$ cat config.mk
export PLATFORM = sky130hd
export DESIGN_NAME = gate_truth_table_sequencer
export DESIGN_NICKNAME = d
export VERILOG_FILES = /design/src/rtl/gate_seq_pkg.sv /design/src/rtl/btn_debounce_pulse.sv /design/src/rtl/gate_truth_table_sequencer.sv
export SDC_FILE = /design/constraint.sdc
export NUM_CORES = 1
export LEC_CHECK = 0
export ABC_CLOCK_PERIOD_IN_PS = 2100
export CAP_MARGIN = 20
export CELL_PAD_IN_SITES_DETAIL_PLACEMENT = 1
export CELL_PAD_IN_SITES_GLOBAL_PLACEMENT = 2
export CORE_ASPECT_RATIO = 1.25
export CORE_MARGIN = 2
export CORE_UTILIZATION = 34
export DETAILED_ROUTE_END_ITERATION = 10
export GPL_TIMING_DRIVEN = 1
export PLACE_DENSITY_LB_ADDON = 0.08
export SYNTH_ARGS = -nofsm -noshare
export SYNTH_HDL_FRONTEND = slang
export SYNTH_SLANG_ARGS = --single-unit
export TNS_END_PERCENT = 10
$ cat constraint.sdc
create_clock -name I_P_CLK -period 2.1 [get_ports I_P_CLK]
set_input_delay 0.42 -clock I_P_CLK [delete_from_list [all_inputs] [get_ports I_P_CLK]]
set_output_delay 0.42 -clock I_P_CLK [all_outputs]
set_load 0.005 [all_outputs]
$ cat src/rtl/gate_seq_pkg.sv
// Shared definitions for the gate-demo sequencers: FSM state encodings and
// the reference function for the gate under test.
package gate_seq_pkg;

  typedef enum logic [2:0] {
    ST_IDLE  = 3'd0,
    ST_APPLY = 3'd1,
    ST_CHECK = 3'd2,
    ST_DWELL = 3'd3,
    ST_PASS  = 3'd4,
    ST_FAIL  = 3'd5
  } seq_state_e;

  localparam logic [1:0] VEC_LAST = 2'd3;

  function automatic logic nand_expected(input logic a, input logic b);
    return ~(a & b);
  endfunction

endpackage

$ cat src/rtl/btn_debounce_pulse.sv
// Pushbutton conditioner: two-flop synchroniser, stable-high counter and a
// one-clock pulse on the first clock the button is seen as debounced-high.
module btn_debounce_pulse #(
  parameter int DB_CYCLES = 1_000_000
) (
  input  logic clk,
  input  logic srst,
  input  logic btn_raw,
  output logic pulse
);

  localparam int CW = $clog2(DB_CYCLES + 1);
  localparam logic [CW-1:0] CNT_MAX = CW'(DB_CYCLES);

  logic [1:0]    sync_q, sync_d;
  logic [CW-1:0] cnt_q, cnt_d;
  logic          pulse_q, pulse_d;

  // Counter saturates at CNT_MAX, so reaching it doubles as the edge history.
  always_comb begin
    sync_d  = {sync_q[0], btn_raw};
    cnt_d   = '0;
    if (sync_q[1]) begin
      cnt_d = (cnt_q == CNT_MAX) ? cnt_q : cnt_q + CW'(1);
    end
    pulse_d = (cnt_d == CNT_MAX) && (cnt_q != CNT_MAX);
  end

  always_ff @(posedge clk) begin
    if (srst) begin
      sync_q  <= '0;
      cnt_q   <= '0;
      pulse_q <= 1'b0;
    end else begin
      sync_q  <= sync_d;
      cnt_q   <= cnt_d;
      pulse_q <= pulse_d;
    end
  end

  assign pulse = pulse_q;

endmodule

$ cat src/rtl/gate_truth_table_sequencer.sv
// Walks the four {A,B} vectors through an external 2-input NAND, checks each
// response and reports pass/fail; auto-advance or single-step between vectors.
module gate_truth_table_sequencer
  import gate_seq_pkg::*;
#(
  parameter int STEP_TICKS    = 100_000_000,
  parameter int SETTLE_CYCLES = 4,
  parameter int DB_CYCLES     = 1_000_000
) (
  input  logic       I_P_CLK,
  input  logic       I_P_RST,
  input  logic       I_P_START,
  input  logic       I_P_STEP,
  input  logic       I_P_MODE,
  input  logic       I_P_GATE_Y,
  output logic       O_P_GATE_A,
  output logic       O_P_GATE_B,
  output logic       O_P_LED_A,
  output logic       O_P_LED_B,
  output logic [1:0] O_P_VEC_IDX,
  output logic       O_P_LED_BUSY,
  output logic       O_P_LED_PASS,
  output logic       O_P_LED_FAIL
);

  localparam int DWELL_W  = (STEP_TICKS > 1) ? $clog2(STEP_TICKS) : 1;
  localparam int SETTLE_W = (SETTLE_CYCLES > 1) ? $clog2(SETTLE_CYCLES) : 1;
  localparam logic [DWELL_W-1:0]  DWELL_LAST  = DWELL_W'(STEP_TICKS - 1);
  localparam logic [SETTLE_W-1:0] SETTLE_LAST = SETTLE_W'(SETTLE_CYCLES - 1);

  seq_state_e          state_q, state_d;
  logic [1:0]          idx_q, idx_d;
  logic [SETTLE_W-1:0] settle_q, settle_d;
  logic [DWELL_W-1:0]  dwell_q, dwell_d;
  logic                mode_q, mode_d;
  logic                mode_prev_q, mode_prev_d;
  logic                busy_q, busy_d;
  logic                pass_q, pass_d;
  logic                fail_q, fail_d;
  logic                start_pulse, step_pulse;

  btn_debounce_pulse #(.DB_CYCLES(DB_CYCLES)) u_start_db (
    .clk     (I_P_CLK),
    .srst    (I_P_RST),
    .btn_raw (I_P_START),
    .pulse   (start_pulse)
  );

  btn_debounce_pulse #(.DB_CYCLES(DB_CYCLES)) u_step_db (
    .clk     (I_P_CLK),
    .srst    (I_P_RST),
    .btn_raw (I_P_STEP),
    .pulse   (step_pulse)
  );

  always_comb begin
    state_d     = state_q;
    idx_d       = idx_q;
    settle_d    = settle_q;
    dwell_d     = dwell_q;
    mode_d      = I_P_MODE;
    mode_prev_d = mode_q;

    case (state_q)
      ST_IDLE, ST_PASS, ST_FAIL: begin
        if (start_pulse) begin
          state_d  = ST_APPLY;
          idx_d    = '0;
          settle_d = '0;
        end
      end
      ST_APPLY: begin
        if (settle_q == SETTLE_LAST) begin
          state_d = ST_CHECK;
        end else begin
          settle_d = settle_q + SETTLE_W'(1);
        end
      end
      ST_CHECK: begin
        if (I_P_GATE_Y != nand_expected(idx_q[1], idx_q[0])) begin
          state_d = ST_FAIL;
        end else if (idx_q == VEC_LAST) begin
          state_d = ST_PASS;
        end else begin
          state_d = ST_DWELL;
          dwell_d = '0;
        end
      end
      ST_DWELL: begin
        // A mode flip mid-dwell restarts timing from scratch in the new mode.
        if (mode_q != mode_prev_q) begin
          dwell_d = '0;
        end else if (mode_q ? step_pulse : (dwell_q == DWELL_LAST)) begin
          state_d  = ST_APPLY;
          idx_d    = idx_q + 2'd1;
          settle_d = '0;
        end else if (!mode_q) begin
          dwell_d = dwell_q + DWELL_W'(1);
        end
      end
      default: state_d = ST_IDLE;
    endcase

    busy_d = (state_d == ST_APPLY) || (state_d == ST_CHECK) || (state_d == ST_DWELL);
    pass_d = (state_d == ST_PASS);
    fail_d = (state_d == ST_FAIL);
  end

  always_ff @(posedge I_P_CLK) begin
    if (I_P_RST) begin
      state_q     <= ST_IDLE;
      idx_q       <= '0;
      settle_q    <= '0;
      dwell_q     <= '0;
      mode_q      <= 1'b0;
      mode_prev_q <= 1'b0;
      busy_q      <= 1'b0;
      pass_q      <= 1'b0;
      fail_q      <= 1'b0;
    end else begin
      state_q     <= state_d;
      idx_q       <= idx_d;
      settle_q    <= settle_d;
      dwell_q     <= dwell_d;
      mode_q      <= mode_d;
      mode_prev_q <= mode_prev_d;
      busy_q      <= busy_d;
      pass_q      <= pass_d;
      fail_q      <= fail_d;
    end
  end

  // Operands track the index register, so PASS/FAIL naturally freeze them.
  assign O_P_GATE_A   = idx_q[1];
  assign O_P_GATE_B   = idx_q[0];
  assign O_P_LED_A    = idx_q[1];
  assign O_P_LED_B    = idx_q[0];
  assign O_P_VEC_IDX  = idx_q;
  assign O_P_LED_BUSY = busy_q;
  assign O_P_LED_PASS = pass_q;
  assign O_P_LED_FAIL = fail_q;

endmodule
; Word-level counts from Yosys, hierarchy flattened
; Index checks and enable logic that the tools add are counted.
; W data, S select, Z words.
[totals]
ff_bits = 85
input_bits = 6
out_inout_bits = 9
word_cells = 89
[op_classes]
n_addsub = 5
n_eq_ne = 29
n_mux = 26
bitwise = 2
reduce_logical = 12
[op_table]
columns = operator, n
row1 = $mux W27, 5
row2 = $eq A20 B20 Y1 const B, 4
row3 = $mux W20, 4
row4 = $pmux W27 S2, 1
row5 = $add A20 B1 Y20 const B, 2
row6 = $ne A20 B20 Y1 const B, 2
row7 = $add A27 B1 Y27 const B, 1
row8 = $eq A27 B27 Y1 const B, 1
row9 = $mux W3, 6
row10 = $eq A3 B2 Y1 const B, 4
row11 = $eq A3 B3 Y1 const B, 4
row12 = $mux W2, 6
row13 = $pmux W3 S4, 1
row14 = $ne A2 B2 Y1 const B, 5
row15 = $reduce_and A5 Y1, 2
row16 = $eq A3 B1 Y1 const B, 2
row17 = $ne A3 B3 Y1 const B, 2
row18 = $pmux W2 S3, 1
row19 = $add A2 B1 Y2 const B, 2
row20 = $eq A2 B2 Y1 const B, 2
row21 = $pmux W2 S2, 1
row22 = $reduce_and A4 Y1, 1
row23 = $reduce_bool A2 Y1, 2
row24 = $logic_not A3 Y1, 1
row25 = 9 further kinds, 12

; Depth between registers and ports, before layout
; Gate-level depths: netlist of the first run.
[depth]
word_depth = 8
ltp_mapped = 9
depth_no_buf = 9

; Modules after synthesis
; Synthesis of the first run repeated with hierarchy kept, for this count alone.
[hier_totals]
hier_cells = 590
area_unflattened_um2 = 4864.7
[by_module_without_submodules]
columns = mod, instances, cells_each, area_per_inst_um2, seq_area_each_um2
row1 = btn_debounce_pulse, 2, 164, 1382.6, 460.4
row2 = gate_truth_table_sequencer, 1, 262, 2099.5, 780.7

; Worst setup path before layout of the first run
; No wires, ideal clock.
[synth_path]
path_kind = register to register
start = register idx_q[1], in the netlist O_P_VEC_IDX[1]
end = register dwell_q[11]
t_arrival_ns = 2.215
setup_slack_ns = -0.185
stages_incl_launch_ff = 8
path_buffers = 1
period_less_slack_ns = 2.285
path_cell_list = dfxtp_1 -> ha_1 -> ha_1 -> o311ai_2 -> o21ai_0 -> buf_2 -> or4_1 -> a21oi_1
[synth_between]
elab_chain_len = 5
[synth_lines]
columns = item, line
row1 = start: declaration, gate_truth_table_sequencer.sv:32  ; logic [1:0] idx_q, idx_d;
row2 = start signal: assignment, gate_truth_table_sequencer.sv:122  ; idx_q <= idx_d;
row3 = $and A1 B1 Y1, gate_seq_pkg.sv:17  ; return ~(a & b);
row4 = $not A1 Y1, gate_seq_pkg.sv:17
row5 = $ne A1 B1 Y1, gate_truth_table_sequencer.sv:80  ; if (I_P_GATE_Y != nand_expected(idx_q[1], idx_q[0])) begin
row6 = $ne A2 B2 Y1 (no line), -
row7 = $reduce_and A5 Y1 (no line) *, -
row8 = end signal: assignment, gate_truth_table_sequencer.sv:124  ; dwell_q <= dwell_d;
row9 = end: declaration, gate_truth_table_sequencer.sv:34  ; logic [DWELL_W-1:0] dwell_q, dwell_d;
; Mark *: on every way between the ends. The rest lies on a longest branch, timed or not.
; A chain may end at the register's enable or synchronous reset.

; Final worst setup path of the first run
[layout_path]
start = register dwell_q[1]
end = register settle_q[1]
[layout_between]
elab_chain_len = 4
[layout_lines]
columns = item, line
row1 = $eq A27 B27 Y1, gate_truth_table_sequencer.sv:93  ; end else if (mode_q ? step_pulse : (dwell_q == DWELL_LAST)) begin
row2 = $mux W1, gate_truth_table_sequencer.sv:93
row3 = $ne A2 B2 Y1 (no line), -
row4 = $reduce_and A5 Y1 (no line), -
row5 = end signal: assignment, gate_truth_table_sequencer.sv:123  ; settle_q <= settle_d;
row6 = end: declaration, gate_truth_table_sequencer.sv:33  ; logic [SETTLE_W-1:0] settle_q, settle_d;
; Every way passes these cells.

==> results.sh, run 1 <==
export IMPL_period_share_pct=111
export IMPL_core_area_mm2=0.0132
export IMPL_synthTopCellsByArea="dfxtp_1, nor2_1, xnor2_1"
export IMPL_setup_violations=27
export IMPL_max_cap_violations=0
export IMPL_violations="setup timing"
export IMPL_reg2reg_setup_slack_ns=-0.22
export IMPL_max_slew_worst_pin_slew_ns=0.398
export IMPL_place_gp_congestion=0.774
export IMPL_crit_fanout=7
export IMPL_grtUsageMet1_pct=21.4
export IMPL_routedWlPerCell_um=15.5
export IMPL_vias=4188
export IMPL_utilization_pct=44.9
export IMPL_synth_distinct_cells=59
export IMPL_die_h_um=133
export IMPL_dr_pass1_iters=4
export IMPL_grt_ovfl_total=0
export IMPL_dp_cells=792
export IMPL_cts_tree="done"
export IMPL_timing_setup_tns_ns=-2.36
export IMPL_yosys_most_used_dff="dfxtp_1"
export IMPL_post_synth_top_count_cell="dfxtp_1"
export IMPL_drt_iter0_markers=147
export IMPL_ys_seq_area_share_pct=37.4
export IMPL_ir_worst_vdd_mv=0.291
export IMPL_ios=15
export IMPL_critical_path_class="register to register"
export IMPL_max_slew_margin_pct=73.2
export IMPL_outcome="complete, but fails checks"
export IMPL_dp_hpwl_mm=9.55
export IMPL_n_antenna_cell=0
export IMPL_synth_edff_count=0
export IMPL_root_buffer="clkbuf_16"
export IMPL_numCtsBuffers=9
export IMPL_grtUsageTotal_pct=18.5
export IMPL_final_setup_skew_ns=0.00833
export IMPL_syn_area_per_cell_um2=8.25
export IMPL_use_met2_pct=34.3
export IMPL_rows=47
export IMPL_hp_class="register to register"
export IMPL_synth_top_area_share_pct=37.4
export IMPL_antenna_found_initial=0
export IMPL_grt_busiest_layer="met2"
export IMPL_final_layout_size_suffix_gt1_share_pct=23.4
export IMPL_final_antenna_net_count=0
export IMPL_cts_sinks=85
export IMPL_grt_pass1_vias=4459
export IMPL_h_tree_depth=3
export IMPL_crit_arrival_ns=2.61
export IMPL_grt_max_degree=20
export IMPL_dp_slack_ns=-0.526
export IMPL_fin_cells=812
export IMPL_ys_seq_elements=85
export IMPL_rsz0062_at_grt="yes"
export IMPL_finalMaxSlewViolations=0
export IMPL_drcViolationCount=0
export IMPL_fin_total_pwr_mw=3.45
export IMPL_regToRegEndpoint="settle_q[1]"
export IMPL_rr_worst_depth=7
export IMPL_crit_end="settle_q[1]"
export IMPL_synth_area_mm2=0.00455
export IMPL_total_leakage_power_nw=2.13
export IMPL_max_freq_mhz=430
export IMPL_viasPerCell=5.16
export IMPL_initial_core_util_pct=34.5
export IMPL_synth_top_area_cell="dfxtp_1"
export IMPL_reg2reg_from="dwell_q[1]"
export IMPL_finalHoldViolations=0
export IMPL_grt_first_pass_wirelength_mm=21.4
export IMPL_crit_path_end_kind="register"
export IMPL_layout_nets=653
export IMPL_layout_min_cycle_time_ns=2.32
export IMPL_cts_buffer_depth=2
export IMPL_dieArea_mm2=0.0143
export IMPL_yosys_top_cells_count="dfxtp_1, nor2_1, nand2_1"
export IMPL_fin_ws_ns=-0.223
export IMPL_portBuffers=14
export IMPL_netlist_instances=551
export IMPL_clock_latency_ns=0.34
export IMPL_crit_path_start_kind="register"
export IMPL_use_met3_pct=2.59
export IMPL_synthesis_nets=568
export IMPL_yosysWarnings=0
export IMPL_clk_pin_slew_ns=0.07
export IMPL_wl_mm=12.6
export IMPL_p_per_area_mw_per_mm2=583
export IMPL_async_flop_share_pct=0
export IMPL_die_w_um=107
export IMPL_areaGrowthSynthToFinish_pct=30.1
export IMPL_crit_required_ns=2.38
export IMPL_startpoint="dwell_q[1]"
==> power breakdown <==
group	internal, mW	leakage (nW)	switching (mW)	total [mW]
Combinational	0.0305	1.29	0.0353	0.0658
Sequential	1.62	0.690	0.00632	1.62
Clock	1.08	0.152	0.683	1.76
Total	2.73	2.13	0.724	3.45
==> cell families (layout without fill, tap and decap cells) <==
group | count (synthesis) | count (layout) | synth area share, %
xor gates and xnor gates | 42 | 42 | 8.09
buffers and inverters | 50 | 140 | 5.72
AOI/OAI and AO/OA | 92 | 92 | 12.5
and+or+nand+nor | 268 | 268 | 32.6
muxes | 3 | 3 | 0.660
adders and majority gates | 11 | 11 | 3.03
DFF | 85 | 85 | 37.4
==> repair_timing <==
item,4_1_cts,5_1_grt
hold buffers,0,0
gates resized for setup,9,16
buffers inserted,2,2
pin swaps,2,2
endpoints found under the setup margin,34,36
==> layer usage <==
layer | up-vias | part of all wire [%]
met5 | - | 0
met4 | 0 | 2.2
met2 | 20 | 52
met3 | 15 | 1.4
li1 | 2120 | -
met1 | 2033 | 44
==> state kept, by name (all words and copies together) (netlist names) <==
name               flops
O_P_LED_PASS           1
mode_prev_d            1
u_start_db.cnt_q      20
O_P_LED_BUSY           1
u_start_db.pulse       1
u_step_db.sync_q       2
u_step_db.pulse        1
settle_q               2
O_P_LED_FAIL           1
u_start_db.sync_q      2
mode_prev_q            1
O_P_VEC_IDX            2
state_q                3
dwell_q               27
u_step_db.cnt_q       20
==> placed cells by master, fill, tap and decap left out, types with 14 or more instances in the layout <==
cell type,count
dfxtp_1,77
xor2_1,21
nand2_1,39
nor2_1,66
o21ai_0,22
xnor2_1,20
clkdlybuf4s50_1,14
buf_4,96
a21oi_1,33
nand4_1,16
nand3_1,29
==> critical path: stages, from the launching register on <==
cell and delay (ns):
dfxtp_2 0.35, ha_4 0.15, nand3_4 0.09, or3_4 0.39, o31a_1 0.39, nand3b_1 0.26
or4b_4 0.51, a21oi_2 0.12
==> cell type report <==
cell class	count	area [um^2]
Clock buffer	11	243
Clock inverter	5	83.8
Fill cell	1601	7260
Inverter	12	45.0
Multi-Input combinational cell	416	2730
Sequential cell	85	1710
Tap cell	171	214
Timing Repair Buffer	112	883
==> per-stage QoR <==
| stage | hold slack [ns] | instance area, um^2 |
|---|---|---|
| after floorplan | 0.414 | 4610 |
| after global placement | 0.418 | 5450 |
| after detailed placement | 0.432 | 5450 |
| after CTS | 0.447 | 5840 |
| after global routing | 0.465 | 5910 |
| final | 0.441 | 5910 |
==> worst min-delay path by stage <==
stage	cells after the start	from	end
floorplan	1	u_start_db.sync_q[0]	u_start_db.sync_q[1]
global placement	1	u_step_db.sync_q[0]	u_step_db.sync_q[1]
detailed placement	1	u_start_db.sync_q[0]	u_start_db.sync_q[1]
CTS	1	u_start_db.sync_q[0]	u_start_db.sync_q[1]
global route	1	u_start_db.sync_q[0]	u_start_db.sync_q[1]
finish	1	u_start_db.sync_q[0]	u_start_db.sync_q[1]
(Power assumes the default switching activity.)
==> run 2: changes to the inputs <==
Settings changed: CAP_MARGIN 20 to not set.
==> results of run 2 <==
Same layout as run 1: the final DEF is identical, and so are final timing and power.
==> run 3: changes to the inputs <==
Settings changed: CORE_MARGIN 2 to 5.
==> run 3 against run 2 <==
Against the previous run: the flow still finishes with violations (setup timing); highest routed layer unchanged; worst setup slack improved by 0.094 ns; die area increased by 10%; non-clock buffer count decreased by 5; combinational power decreased by 3.2%; utilization decreased by 0.54 points; design area decreased by 1.2%; maximum frequency increased by 4.2%; critical path type unchanged; critical endpoint unchanged; largest power group unchanged.
==> results.sh, run 3 (same netlist as run 1, synthesis figures left out) <==
export IMPL_max_slew_worst_pin_slew_ns=0.450
export IMPL_die_h_um=139
export IMPL_areaGrowthSynthToFinish_pct=28.5
export IMPL_whs_ns=0.436
export IMPL_die_w_um=113
export IMPL_ios=15
export IMPL_dp_hpwl_mm=9.53
export IMPL_numCtsBuffers=9
export IMPL_fin_ws_ns=-0.130
export IMPL_drt_iter0_markers=165
export IMPL_finalHoldViolations=0
export IMPL_h_tree_depth=3
export IMPL_vias=4174
export IMPL_routedWlPerCell_um=15.6
export IMPL_timing_setup_tns_ns=-1.07
export IMPL_rows=47
export IMPL_fin_area_mm2=0.00584
export IMPL_crit_path_start_kind="register"
export IMPL_crit_fanout=5
export IMPL_reg2reg_from="dwell_q[1]"
export IMPL_portBuffers=14
export IMPL_grtUsageTotal_pct=16.9
export IMPL_layout_min_cycle_time_ns=2.23
export IMPL_reg2reg_setup_slack_ns=-0.13
export IMPL_hold_start="u_step_db.sync_q[0]"
export IMPL_finalMaxSlewViolations=0
export IMPL_outcome="complete, but fails checks"
export IMPL_period_share_pct=106
export IMPL_initial_core_util_pct=34.5
export IMPL_crit_path_end_kind="register"
export IMPL_rr_worst_depth=7
export IMPL_max_slew_margin_pct=69.7
export IMPL_critical_path_class="register to register"
export IMPL_final_cell_mix="buf_4, dfxtp_1, nor2_1"
export IMPL_drcViolationCount=0
export IMPL_wl_mm=12.6
export IMPL_clock_latency_ns=0.34
export IMPL_fin_total_pwr_mw=3.39
export IMPL_viasPerCell=5.17
export IMPL_root_buffer="clkbuf_16"
export IMPL_final_antenna_net_count=0
export IMPL_antenna_found_initial=0
export IMPL_grt_max_degree=37
export IMPL_final_common_cell="buf_4"
export IMPL_n_antenna_cell=0
export IMPL_dr_pass1_iters=4
export IMPL_top_regs="dwell_q (27), u_start_db.cnt_q (20), u_step_db.cnt_q (20)"
export IMPL_grt_first_pass_wirelength_mm=21.9
export IMPL_dieArea_mm2=0.0158
export IMPL_ir_worst_vdd_mv=0.411
export IMPL_cts_sinks=85
export IMPL_hp_class="register to register"
export IMPL_layout_nets=648
export IMPL_regToRegEndpoint="settle_q[1]"
export IMPL_p_per_area_mw_per_mm2=580
export IMPL_crit_arrival_ns=2.51
export IMPL_grt_ovfl_total=0
export IMPL_whs_endpoint="u_step_db.sync_q[1]"
export IMPL_holdBufCountCts=0
export IMPL_utilization_pct=44.4
export IMPL_core_area_mm2=0.0132
export IMPL_min_path_cells=1
export IMPL_final_layout_size_suffix_gt1_share_pct=23.1
export IMPL_crit_required_ns=2.38
export IMPL_total_leakage_power_nw=2.08
export IMPL_rsz0062_at_grt="yes"
export IMPL_violations="setup timing"
export IMPL_final_setup_skew_ns=0.0110
export IMPL_setup_violations=19
export IMPL_cts_tree="done"
export IMPL_dpl_cell_area_mm2=0.00543
export IMPL_clk_pin_slew_ns=0.07
export IMPL_grt_pass1_vias=4573
export IMPL_cts_buffer_depth=2
export IMPL_largest_register_ffs=27
export IMPL_max_cap_violations=0
export IMPL_max_freq_mhz=449
export IMPL_regMostFlops="dwell_q"
export IMPL_place_gp_congestion=0.776
## run 3: through the flow
step / worst slack [ns] / instances
after floorplan: -0.0576 / 551
final: -0.130 / 807
after global placement: -0.444 / 788
after CTS: -0.174 / 807
after detailed placement: -0.500 / 788
after global routing: -0.220 / 807
## run 3: power breakdown
part	switching, mW	leakage [nW]	internal, mW
Sequential	0.00630	0.690	1.62
Combinational	0.0354	1.24	0.0283
Clock	0.666	0.151	1.04
## run 3: area by class of cell
class	count	area, um^2
clock inverters	7	90.1
fillers	1586	7330
multi-input cells	416	2700
well taps	171	214
repair buffers	107	853
flip-flops and latches	85	1710
clock buffers	9	225
inverters	12	45.0
## run 3: critical path, stage by stage, from the launching register on
cell,delay [ns]
dfxtp_2,0.35
ha_4,0.15
nand3_4,0.08
or3_4,0.39
o31a_1,0.35
nand3b_1,0.23
or4b_1,0.49
a21oi_1,0.13
## run 3: how the worst max path moves through the flow
| stage | start | end | slack, ns | depth (start not counted) |
|---|---|---|---|---|
| 2_1_floorplan | dwell_q[1] | settle_q[1] | -0.06 | 7 |
| 3_3_place_gp | I_P_GATE_Y | dwell_q[11] | -0.44 | 8 |
| 3_5_place_dp | I_P_GATE_Y | dwell_q[16] | -0.50 | 9 |
| 4_1_cts | dwell_q[1] | settle_q[1] | -0.17 | 7 |
| 5_1_grt | dwell_q[1] | settle_q[1] | -0.22 | 7 |
| 6_report | dwell_q[1] | settle_q[1] | -0.13 | 7 |
## run 3: metal layers
layer | track usage, % | up-vias | part of all wire [%]
met4 | 4.49 | 0 | 0.88
met3 | 3.00 | 6 | 1.3
met2 | 31.8 | 16 | 54
met1 | 19.3 | 2041 | 44
met5 | 0 | - | 0
li1 | - | 2111 | -
## run 3: repair_timing
action / 4_1_cts / 5_1_grt
buffers inserted: 3 / 0
pin swaps: 6 / 5
resized for setup: 11 / 12
setup endpoints to repair: 33 / 31
